## src/rtl/calc_entry.sv

```systemverilog
// -----------------------------------------------------------------------------
// calc_entry
//
// Key-entry stage of the stopwatch-calculator. Sits directly after the keypad
// scanner and takes one debounced key code per press. It builds two decimal
// operands and one operator from those keys. The finished command goes to the
// arithmetic stage over a valid/ready handshake. The operand being typed is
// also exposed for the 7-segment display path.
//
// Optional feature macro: CALC_ENTRY_BACKSPACE_EN
//   Defined     : '*' with digits typed removes the last digit (acc/10).
//                 '*' with no digits typed does a full clear.
//   Not defined : '*' always does a full clear, and no divider is built.
//   In ISSUE, '*' always aborts the pending command.
//
// Parameters
//   DIGITS : maximum decimal digits per operand (1..7)
//   W      : operand width; 10**DIGITS - 1 must fit in W bits
//
// Ports
//   clk         in   system clock, rising edge
//   rst_n       in   asynchronous active-low reset
//   key_valid   in   one-cycle strobe qualifying key_code
//   key_code    in   0-9 digit, 10-13 A/B/C/D = add/sub/mul/div,
//                    14 '#' = equals, 15 '*' = clear
//   cmd_valid   out  command available (registered)
//   cmd_ready   in   consumer accepts the command
//   operand_a   out  first operand, unsigned binary
//   operand_b   out  second operand, unsigned binary
//   opcode      out  0 add, 1 sub, 2 mul, 3 div
//   entry_value out  value currently being typed
//   entry_count out  digits typed in the current operand
//   phase       out  0 ENTER_A, 1 ENTER_B, 2 ISSUE
// -----------------------------------------------------------------------------
module calc_entry #(
    parameter int DIGITS = 4,
    parameter int W      = 14
) (
    input  logic         clk,
    input  logic         rst_n,
    input  logic         key_valid,
    input  logic [3:0]   key_code,
    output logic         cmd_valid,
    input  logic         cmd_ready,
    output logic [W-1:0] operand_a,
    output logic [W-1:0] operand_b,
    output logic [1:0]   opcode,
    output logic [W-1:0] entry_value,
    output logic [2:0]   entry_count,
    output logic [1:0]   phase
);

    typedef enum logic [1:0] {
        ENTER_A = 2'd0,
        ENTER_B = 2'd1,
        ISSUE   = 2'd2
    } state_t;

    localparam logic [2:0] MAX_COUNT = 3'(DIGITS);

    localparam logic [3:0] KEY_EQUALS = 4'd14;
    localparam logic [3:0] KEY_STAR   = 4'd15;

    state_t       state_reg;
    logic [W-1:0] acc_reg;
    logic [2:0]   count_reg;
    logic [W-1:0] operand_a_reg;
    logic [W-1:0] operand_b_reg;
    logic [1:0]   opcode_reg;
    logic         cmd_valid_reg;

    // Key decode.
    logic       is_digit;
    logic       is_operator;
    logic       is_equals;
    logic       is_star;
    logic [3:0] op_index;

    // Next-value terms.
    logic [W-1:0] acc_append_next;
    logic [W-1:0] acc_backspace_next;
    logic         digit_accept;
    logic         backspace_now;
    logic         full_clear;

    always_comb begin
        is_digit    = (key_code <= 4'd9);
        is_operator = (key_code >= 4'd10) && (key_code <= 4'd13);
        is_equals   = (key_code == KEY_EQUALS);
        is_star     = (key_code == KEY_STAR);
        op_index    = key_code - 4'd10;
    end

    // acc*10 + d written as shifts and adds.
    // The result cannot overflow W bits. A digit is only appended while
    // count < DIGITS, so acc < 10**(DIGITS-1) at that point.
    always_comb begin
        acc_append_next = (acc_reg << 3) + (acc_reg << 1) + {{(W-4){1'b0}}, key_code};
    end

    // A leading zero is dropped. The display then stays at 0, and the digit
    // does not use up one of the DIGITS positions.
    always_comb begin
        digit_accept = key_valid && is_digit
                    && (count_reg != MAX_COUNT)
                    && !((key_code == 4'd0) && (count_reg == 3'd0));
    end

`ifdef CALC_ENTRY_BACKSPACE_EN
    always_comb begin
        acc_backspace_next = acc_reg / W'(10);
        backspace_now      = key_valid && is_star && (state_reg != ISSUE)
                          && (count_reg != 3'd0);
    end
`else
    always_comb begin
        acc_backspace_next = acc_reg;
        backspace_now      = 1'b0;
    end
`endif

    // One flag covers every route back to a clean ENTER_A:
    //   - a completed handshake;
    //   - '*' in ISSUE (abort);
    //   - '*' while typing, unless it acts as a backspace.
    // '*' and cmd_ready in the same cycle in ISSUE still transfer the
    // command. The consumer has sampled it, and the end state is the same.
    always_comb begin
        full_clear = 1'b0;
        if (state_reg == ISSUE) begin
            full_clear = (cmd_valid_reg && cmd_ready) || (key_valid && is_star);
        end else begin
            full_clear = key_valid && is_star && !backspace_now;
        end
    end

    always_ff @(posedge clk or negedge rst_n) begin
        if (!rst_n) begin
            state_reg     <= ENTER_A;
            acc_reg       <= '0;
            count_reg     <= 3'd0;
            operand_a_reg <= '0;
            operand_b_reg <= '0;
            opcode_reg    <= 2'd0;
            cmd_valid_reg <= 1'b0;
        end else if (full_clear) begin
            state_reg     <= ENTER_A;
            acc_reg       <= '0;
            count_reg     <= 3'd0;
            operand_a_reg <= '0;
            operand_b_reg <= '0;
            opcode_reg    <= 2'd0;
            cmd_valid_reg <= 1'b0;
        end else begin
            case (state_reg)
                ENTER_A, ENTER_B: begin
                    if (digit_accept) begin
                        acc_reg   <= acc_append_next;
                        count_reg <= count_reg + 3'd1;
                    end else if (backspace_now) begin
                        acc_reg   <= acc_backspace_next;
                        count_reg <= count_reg - 3'd1;
                    end else if (key_valid && is_operator) begin
                        if (state_reg == ENTER_A) begin
                            // An empty first operand is allowed and means 0.
                            operand_a_reg <= acc_reg;
                            opcode_reg    <= op_index[1:0];
                            acc_reg       <= '0;
                            count_reg     <= 3'd0;
                            state_reg     <= ENTER_B;
                        end else if (count_reg == 3'd0) begin
                            // The user changed their mind before typing B.
                            opcode_reg <= op_index[1:0];
                        end
                    end else if (key_valid && is_equals && (state_reg == ENTER_B)) begin
                        // acc is kept so the display still shows operand B
                        // while the command waits for the consumer.
                        operand_b_reg <= acc_reg;
                        cmd_valid_reg <= 1'b1;
                        state_reg     <= ISSUE;
                    end
                end
                ISSUE: begin
                    // The command stays frozen until a handshake or an abort.
                    // Both are handled by full_clear above.
                    cmd_valid_reg <= 1'b1;
                end
                default: begin
                    state_reg     <= ENTER_A;
                    cmd_valid_reg <= 1'b0;
                end
            endcase
        end
    end

    assign cmd_valid   = cmd_valid_reg;
    assign operand_a   = operand_a_reg;
    assign operand_b   = operand_b_reg;
    assign opcode      = opcode_reg;
    assign entry_value = acc_reg;
    assign entry_count = count_reg;
    assign phase       = state_reg;

endmodule

```

## config.mk

```make
export PLATFORM = sky130hd
export DESIGN_NAME = calc_entry
export DESIGN_NICKNAME = d
export VERILOG_FILES = /design/src/rtl/calc_entry.sv
export SDC_FILE = /design/constraint.sdc
export NUM_CORES = 1
export LEC_CHECK = 0
export CELL_PAD_IN_SITES_DETAIL_PLACEMENT = 1
export CELL_PAD_IN_SITES_GLOBAL_PLACEMENT = 2
export CORE_ASPECT_RATIO = 1.5
export CORE_MARGIN = 2
export CORE_UTILIZATION = 34
export DETAILED_ROUTE_END_ITERATION = 6
export GPL_TIMING_DRIVEN = 1
export PLACE_DENSITY = 0.83
export SETUP_SLACK_MARGIN = 0.1
export SLEW_MARGIN = 20
export SYNTH_ARGS = -nofsm -noshare
export SYNTH_HDL_FRONTEND = slang
export SYNTH_SLANG_ARGS = --single-unit
```

## constraint.sdc

```tcl
create_clock -name clk -period 5.7 [get_ports clk]
set_input_delay 1.425 -clock clk [delete_from_list [all_inputs] [get_ports clk]]
set_output_delay 1.425 -clock clk [all_outputs]
set_load 0.02 [all_outputs]
```

==> flow_metrics.py, run 1 <==
metrics = {
    "detailed_routing": {
        "drc": 0,
        "first_pass_iters": 4,
        "dr_wl_met2_um": 3550,
        "met1_length_um": 3360,
        "drt_iter0_markers": 70,
        "antenna_left": 0,
        "wl_per_cell_um": 15.5,
        "wl_um": 7230,
        "top_layer": "met4",
        "vias": 2376,
        "via_per_inst": 5.08,
        "wl_met3_um": 155,
    },
    "clock_tree": {
        "clk_latency_ns": 0.29,
        "htreeDepth": 2,
        "cts.sinks": 50,
        "ctsResizeCount": 0,
        "numCtsBuffers": 5,
        "cts_setup_buffers": 0,
        "cts_root_buf": "clkbuf_16",
        "holdBufCountCts": 0,
        "cts_tree": "yes",
        "clockBufferDepth": 2,
        "clk_pin_slew_ns": 0.07,
    },
    "logic_synthesis": {
        "avgSynthCellArea_um2": 9.48,
        "ys_seq_area_share_pct": 43.0,
        "synthesis.instances": 307,
        "yosysTopAreaCell": "dfrtp_1",
        "yosysUniqueCellTypes": 46,
        "yosys-top-cells-area": "dfrtp_1 43%, ha_1 10%, nand3_1 5.2%",
        "synthArstFlopShare_pct": 100,
        "synthesis.area_um2": 2910,
        "synth_edf_count": 0,
        "synth_flop_cell": "dfrtp_1",
        "synth_top_area_share_pct": 43.0,
        "ys_ff_latch": 50,
        "yosysWarningCount": 0,
        "syn_nets": 341,
    },
    "floorplan": {
        "core_area_um2": 8360,
        "fp.dieH_um": 117,
        "rows": 41,
        "pin_count": 58,
        "start_util_pct": 34.8,
        "die_x_um": 79.5,
        "dieArea_um2": 9330,
    },
    "timing": {
        "setup_viol": 0,
        "finalHoldViolCount": 0,
        "clock-skew-final_ns": 0.00673,
        "fmax_mhz": 258,
        "drv_slew": 0,
        "tns_ns": 0,
        "holdWs_ns": 0.483,
        "fin_crit_sh_pct": 68.0,
        "tightest_slew_ns": 0.702,
        "slew_headroom_pct": 53.1,
        "fin_crit_ns": 3.88,
        "rsz0062_at_grt": "no",
    },
    "grt": {
        "overflow": 0,
        "grt_usage_pct": 16.8,
        "grt_pass1_wl_um": 12200,
        "grt_max_degree": 51,
        "grt_pass1_vias": 2409,
        "antenna_found_initial": 0,
    },
    "pwr": {
        "p_leak_nw": 1.69,
        "power_density_nw_per_um2": 587,
        "irDropWorstVdd_uv": 233,
    },
    "setup_path": {
        "r2r_start": "phase[0]",
        "cp_data_arrival_time_ns": 4.08,
        "path_cells": "clkdlybuf4s50_1 -> and4_1 -> a21oi_4 -> o31a_1 -> buf_4 -> nand3_1 -> o31ai_1",
        "crit_path_start": "key_code[3]",
        "ff2ff_setup_slack_ns": 3.04,
        "timing.rr.end": "entry_value[10]",
        "worstPathRequired_ns": 5.90,
        "crit_path_end_kind": "flop",
        "cp_max_fo": 34,
        "crit_slowest_cell": "o31a_1",
        "worstRegToRegCells": 6,
        "crit_path_start_kind": "primary input",
        "crit_type": "in2reg",
        "max_stage_delay_ns": 0.58,
        "crit_end": "entry_value[10]",
    },
    "finish": {
        "final_cell_mix": "56 x clkdlybuf4s50_1, 50 x dfrtp_1, 39 x nand2_1",
        "fin_area_um2": 3710,
        "final_net_count": 394,
        "mostFrequentLayoutCell": "clkdlybuf4s50_1",
        "n_fill_cell": 948,
        "syn_to_final_growth_pct": 27.5,
        "final_core_util_pct": 44.4,
        "n_antenna_cell": 0,
        "drive_gt1_share_pct": 5.82,
        "regArea_um2": 1250,
        "multi_input_area_um2": 1470,
    },
    "placed_design": {
        "io_buffers": 57,
        "place_congestion": 0.808,
        "dp_hpwl_um": 5420,
        "placed_cell_area_um2": 3540,
    },
    "flow_run": {
        "cap_violations": 0,
    },
    "min_path": {
        "hold_path_class": "reg2reg",
        "min_path_cells": 2,
    },
    "outcome": {
        "status": "completed",
    },
}
logic make-up after synthesis:
kind of cell             after synthesis  share of synthesized area (%)
AND/OR/NAND/NOR                      100                           16.6
buffers and inverters                 41                           6.49
XOR/XNOR                               7                           2.11
multiplexers                           6                           2.32
AO/OA/AOI/OAI                         77                           17.8
flip-flops                            50                           43.0
adder cells (fa/ha/maj)               26                           11.7
cell type report:
type	count	area share, %
Sequential cell	50	33.7
Multi-Input combinational cell	216	39.6
Clock inverter	3	1.18
Clock buffer	5	3.37
Timing Repair Buffer	59	15.7
Inverter	28	2.83
Tap cell	107	3.61
worst max-delay path, delay by kind of cell:
kind | cells | cell delay (ns)
AOI/OAI and AO/OA | 3 | 1.25
buffers and inverters | 2 | 0.91
and+or+nand+nor | 2 | 0.47
through the flow:
step,power (W),std cells,setup WS (ns)
4_1_cts,0.00221,468,1.77
2_1_floorplan,0.00136,307,2.34
5_1_grt,0.00236,468,1.61
3_5_place_dp,0.00186,460,1.45
6_report,0.00218,468,1.82
3_3_place_gp,0.00183,460,1.47
layer usage:
layer	vias up	GRT usage, %
li1	1188	-
met1	1143	21.6
met2	36	28.4
met3	9	1.92
met4	0	7.36
met5	-	0
worst min path at each step:
stage	from	to	slack, ns
after floorplan	opcode[0]	opcode[0]	0.58
after global placement	operand_a[8]	operand_a[8]	0.46
after detailed placement	operand_a[13]	operand_a[13]	0.47
after CTS	operand_a[13]	operand_a[13]	0.49
after global routing	operand_a[7]	operand_a[7]	0.52
final	operand_a[13]	operand_a[13]	0.48
where the power goes:
group	leakage [nW]	internal [W]	switching [W]
Combinational	0.970	0.000542	0.000632
Sequential	0.638	0.000508	0.000152
Clock	0.0842	0.000208	0.000136
synth_stat cells (2+ instances only):
master / number
dfrtp_1: 50
nand2_1: 39
nand3_1: 30
inv_1: 28
o21ai_0: 28
ha_1: 24
a21oi_1: 10
nor2_1: 7
o31ai_1: 7
o21ai_1: 6
a21o_1: 5
mux2_2: 5
nor3_1: 5
buf_2: 4
buf_4: 4
xor2_1: 4
a21boi_0: 3
and2_1: 3
clkbuf_1: 3
nand2b_1: 3
o31a_1: 3
xnor2_1: 3
a31oi_1: 2
and4_1: 2
buf_6: 2
fa_1: 2
nand4_1: 2
nor2b_1: 2
o211ai_1: 2
o21a_1: 2
or2_1: 2
(Power assumes the default switching activity.)
==> inputs of run 2 (changes only) <==
CORE_UTILIZATION = 32   (was 34)
PLACE_DENSITY = 0.79   (was 0.83)
clock period = 3.6 ns   (was 5.7 ns; I/O delays follow)
==> flow_metrics.py, run 2 (synthesis gave the netlist of run 1 again) <==
metrics = {
    "grt": {
        "grt_usage_pct": 17.4,
        "grt_pass1_wl_um": 13300,
        "grt_max_degree": 40,
        "overflow": 0,
        "antenna_found_initial": 0,
        "grt_pass1_vias": 2564,
    },
    "clock_tree": {
        "cts_setup_buffers": 0,
        "cts_root_buf": "clkbuf_16",
        "cts_tree": "yes",
        "numCtsBuffers": 5,
        "ctsResizeCount": 0,
        "holdBufCountCts": 0,
        "htreeDepth": 2,
        "cts.sinks": 50,
        "clk_latency_ns": 0.30,
        "clk_pin_slew_ns": 0.07,
        "clockBufferDepth": 2,
    },
    "detailed_routing": {
        "via_per_inst": 5.05,
        "drc": 0,
        "drt_iter0_markers": 74,
        "wl_per_cell_um": 16.5,
        "antenna_left": 0,
        "first_pass_iters": 4,
        "vias": 2408,
        "wl_um": 7890,
    },
    "setup_path": {
        "crit_path_start_kind": "primary input",
        "crit_path_end_kind": "flop",
        "cp_data_arrival_time_ns": 3.48,
        "crit_slowest_cell": "fa_1",
        "crit_path_frequent_cell": "inv_1",
        "cp_max_fo": 4,
        "crit_family": "adder cells",
        "path_cells": "clkdlybuf4s50_1 -> inv_1 -> fa_1 -> inv_1 -> ha_1 -> a21o_1 -> nand3_1 -> a21boi_1 -> or4_1 -> nand4_1",
        "crit_type": "in2reg",
        "worst-path-buf-inv": 3,
        "worstPathRequired_ns": 3.83,
        "max_stage_delay_ns": 0.59,
    },
    "timing": {
        "slew_headroom_pct": 54.7,
        "drv_slew": 0,
        "fin_crit_ns": 3.25,
        "clock-skew-final_ns": 0.00677,
        "fin_crit_sh_pct": 90.4,
        "finalHoldViolCount": 0,
        "fmax_mhz": 307,
        "setup_viol": 0,
        "rsz0062_at_grt": "no",
        "tightest_slew_ns": 0.679,
        "tns_ns": 0,
    },
    "pwr": {
        "irDropWorstVdd_uv": 457,
        "power_density_nw_per_um2": 918,
        "power_w": 0.00343,
        "p_leak_nw": 1.71,
    },
    "finish": {
        "final_net_count": 400,
        "final_cell_mix": "56 x clkdlybuf4s50_1, 50 x dfrtp_1, 39 x nand2_1",
        "syn_to_final_growth_pct": 28.4,
        "n_antenna_cell": 0,
        "mostFrequentLayoutCell": "clkdlybuf4s50_1",
        "final_core_util_pct": 42.3,
        "drive_gt1_share_pct": 7.08,
    },
    "min_path": {
        "hold_path_class": "reg2reg",
    },
    "floorplan": {
        "pin_count": 58,
        "dieArea_um2": 9890,
        "rows": 42,
        "start_util_pct": 33.0,
        "core_area_um2": 8830,
        "die_x_um": 81.9,
        "fp.dieH_um": 121,
    },
    "flow_run": {
        "cap_violations": 0,
    },
    "placed_design": {
        "place_congestion": 0.781,
        "dp_hpwl_um": 5840,
        "io_buffers": 57,
    },
    "outcome": {
        "status": "completed",
    },
}
[run 2: final timing paths]
path                                  end            from  slack (ns)  cells past startpoint
setup / recovery           entry_value[9]     key_code[3]        0.35                     10
setup reg to reg           entry_value[9]  entry_value[5]        1.04                      7
max in group asynchronous    operand_a[2]           rst_n        2.27                      2
hold reg to reg                 opcode[1]       opcode[1]        0.48                      2
hold / removal                  opcode[1]       opcode[1]        0.48                      2
min in group asynchronous       opcode[1]           rst_n        0.52                      1
[run 2: tightest hold or removal path, delay by kind of cell, from the launching register on]
kind / cells / cell delay, ns
DFF: 1 / 0.35
and+or+nand+nor: 1 / 0.05
AOI/OAI and AO/OA: 1 / 0.05
[run 2: per-layer routing]
metal | GRT usage [%] | routed length, um | vias up
li1 | - | - | 1192
met1 | 23.9 | 3770 | 1168
met2 | 28.0 | 3860 | 41
met3 | 2.54 | 157 | 7
met4 | 5.63 | 102 | 0
met5 | 0 | 0 | -
[run 2: area by class of cell]
class	instances	area, um2
inverter	28	105
clock inverter	3	21.3
multi-input combinational	216	1470
tap	110	138
fill	1021	5090
sequential	50	1250
clock buffer	5	125
timing repair buffer	65	626
[run 2: where the power goes]
group	switching (W)	internal [W]
Combinational	0.00103	0.000869
Clock	0.000223	0.000258
Sequential	0.000248	0.000804
Total	0.00150	0.00193
[run 2: per-stage QoR]
stage	worst slack, ns	area (um2)	cells	hold slack, ns
after floorplan	0.761	2910	307	0.578
after global placement	0.128	3590	469	0.465
after detailed placement	0.0821	3590	469	0.473
after CTS	0.363	3730	477	0.490
after global routing	0.214	3730	477	0.511
final	0.347	3730	477	0.482
==> inputs of run 3 (changes only) <==
==> constraint.sdc (replaced) <==
create_clock -name clk -period 3.6 [get_ports clk]
set_input_delay 0.72 -clock clk [delete_from_list [all_inputs] [get_ports clk]]
set_output_delay 0.72 -clock clk [all_outputs]
set_load 0.02 [all_outputs]
==> flow_metrics.py, run 3 (synthesis gave the netlist of run 1 again) <==
metrics = {
    "floorplan": {
        "core_area_um2": 8830,
        "fp.dieH_um": 121,
        "dieArea_um2": 9890,
        "pin_count": 58,
        "rows": 42,
        "die_x_um": 81.9,
        "start_util_pct": 33.0,
    },
    "finish": {
        "regArea_um2": 1250,
        "drive_gt1_share_pct": 6.58,
        "final_cell_mix": "56 x clkdlybuf4s50_1, 50 x dfrtp_1, 39 x nand2_1",
        "final_core_util_pct": 42.5,
        "final_cells": 475,
        "n_fill_cell": 1032,
        "mostFrequentLayoutCell": "clkdlybuf4s50_1",
        "multi_input_area_um2": 1470,
        "final_net_count": 398,
        "n_antenna_cell": 0,
        "syn_to_final_growth_pct": 29.1,
    },
    "detailed_routing": {
        "first_pass_iters": 4,
        "wl_um": 7890,
        "drt_iter0_markers": 70,
        "vias": 2445,
        "drc": 0,
        "via_per_inst": 5.15,
        "antenna_left": 0,
        "wl_per_cell_um": 16.6,
    },
    "setup_path": {
        "crit_path_start_kind": "primary input",
        "crit_family": "adder cells",
        "path_cells": "clkdlybuf4s50_1 -> inv_1 -> fa_1 -> inv_1 -> ha_1 -> a21o_1 -> nand3_1 -> a21boi_1 -> or4_1 -> nand4_1",
        "ff2ff_setup_slack_ns": 1.04,
        "cp_max_fo": 4,
        "worstPathRequired_ns": 3.82,
        "crit_slowest_cell": "fa_1",
        "cp.depth": 10,
        "crit_path_end_kind": "flop",
        "crit_type": "in2reg",
        "worst-path-buf-inv": 3,
        "max_stage_delay_ns": 0.59,
        "crit_path_frequent_cell": "inv_1",
        "cp_data_arrival_time_ns": 3.28,
        "worstRegToRegCells": 7,
    },
    "timing": {
        "setup_viol": 0,
        "finalHoldViolCount": 0,
        "clock-skew-final_ns": 0.00523,
        "fin_crit_ns": 3.05,
        "fmax_mhz": 328,
        "fin_crit_sh_pct": 84.7,
        "rsz0062_at_grt": "no",
        "tightest_slew_ns": 0.907,
        "tns_ns": 0,
        "slew_headroom_pct": 39.5,
        "drv_slew": 0,
    },
    "clock_tree": {
        "cts_tree": "yes",
        "cts_root_buf": "clkbuf_16",
        "holdBufCountCts": 0,
        "htreeDepth": 2,
        "cts_setup_buffers": 0,
        "numCtsBuffers": 5,
        "clockBufferDepth": 2,
        "cts.sinks": 50,
        "clk_pin_slew_ns": 0.07,
        "clk_latency_ns": 0.29,
        "ctsResizeCount": 0,
    },
    "grt": {
        "grt_pass1_vias": 2548,
        "overflow": 0,
        "grt_max_degree": 40,
        "grt_usage_pct": 17.4,
        "grt_pass1_wl_um": 13400,
        "antenna_found_initial": 0,
    },
    "placed_design": {
        "io_buffers": 57,
        "dp.cells": 467,
        "place_congestion": 0.783,
        "dp_hpwl_um": 5850,
    },
    "pwr": {
        "power_density_nw_per_um2": 932,
        "p_leak_nw": 1.72,
        "irDropWorstVdd_uv": 409,
    },
    "min_path": {
        "min_path_cells": 2,
        "hold_path_class": "reg2reg",
    },
    "flow_run": {
        "cap_violations": 0,
    },
    "outcome": {
        "status": "completed",
    },
}
[run 3: cell count changes in the layout (fill, tap and decap cells not counted)]
cell,change
inv_6,+1
buf_4,-3
clkinv_4,-1
bufinv_16,+1
clkinvlp_4,-1
buf_12,+1
[run 3: metal layers]
layer | wire (um) | global-route usage, % | vias to the layer above | part of all wire, %
li1 | - | - | 1193 | -
met4 | 93 | 4.38 | 0 | 1.2
met1 | 3590 | 23.4 | 1213 | 45
met2 | 4030 | 29.4 | 33 | 51
met5 | 0 | 0 | - | 0
met3 | 171 | 2.01 | 6 | 2.2
[run 3: power by group]
| group | internal (W) | switching (W) |
|---|---|---|
| clock network | 0.000330 | 0.000222 |
| logic | 0.000866 | 0.00103 |
| registers | 0.000803 | 0.000248 |
[run 3: layout make-up]
cell class	count	area share [%]
clock buffer	5	3.33
clock inverter	3	1.17
inverter	28	2.80
multi-input combinational	216	39.1
sequential	50	33.3
tap	110	3.67
timing repair buffer	63	16.6
[run 3: tightest hold or removal path, cell delays in order (launching register included)]
cell	delay, ns
dfrtp_1	0.34
nand2_1	0.05
o21ai_0	0.06
[run 3: path summary, 6_finish.rpt]
kind	from	to
max in group asynchronous	rst_n	operand_a[11]
min	operand_a[12]	operand_a[12]
min in group asynchronous	rst_n	entry_count[1]
min reg2reg	operand_a[12]	operand_a[12]
max	key_code[3]	entry_value[9]
max reg2reg	entry_value[3]	entry_value[9]
[run 3: through the flow]
step / hold slack [ns] / total power [W] / worst slack, ns / area, um2
global placement: 0.463 / 0.00292 / 0.298 / 3590
finish: 0.478 / 0.00350 / 0.549 / 3750
global route: 0.513 / 0.00379 / 0.415 / 3750
detailed placement: 0.472 / 0.00298 / 0.279 / 3590
floorplan: 0.424 / 0.00215 / 0.941 / 2910
CTS: 0.487 / 0.00355 / 0.567 / 3750
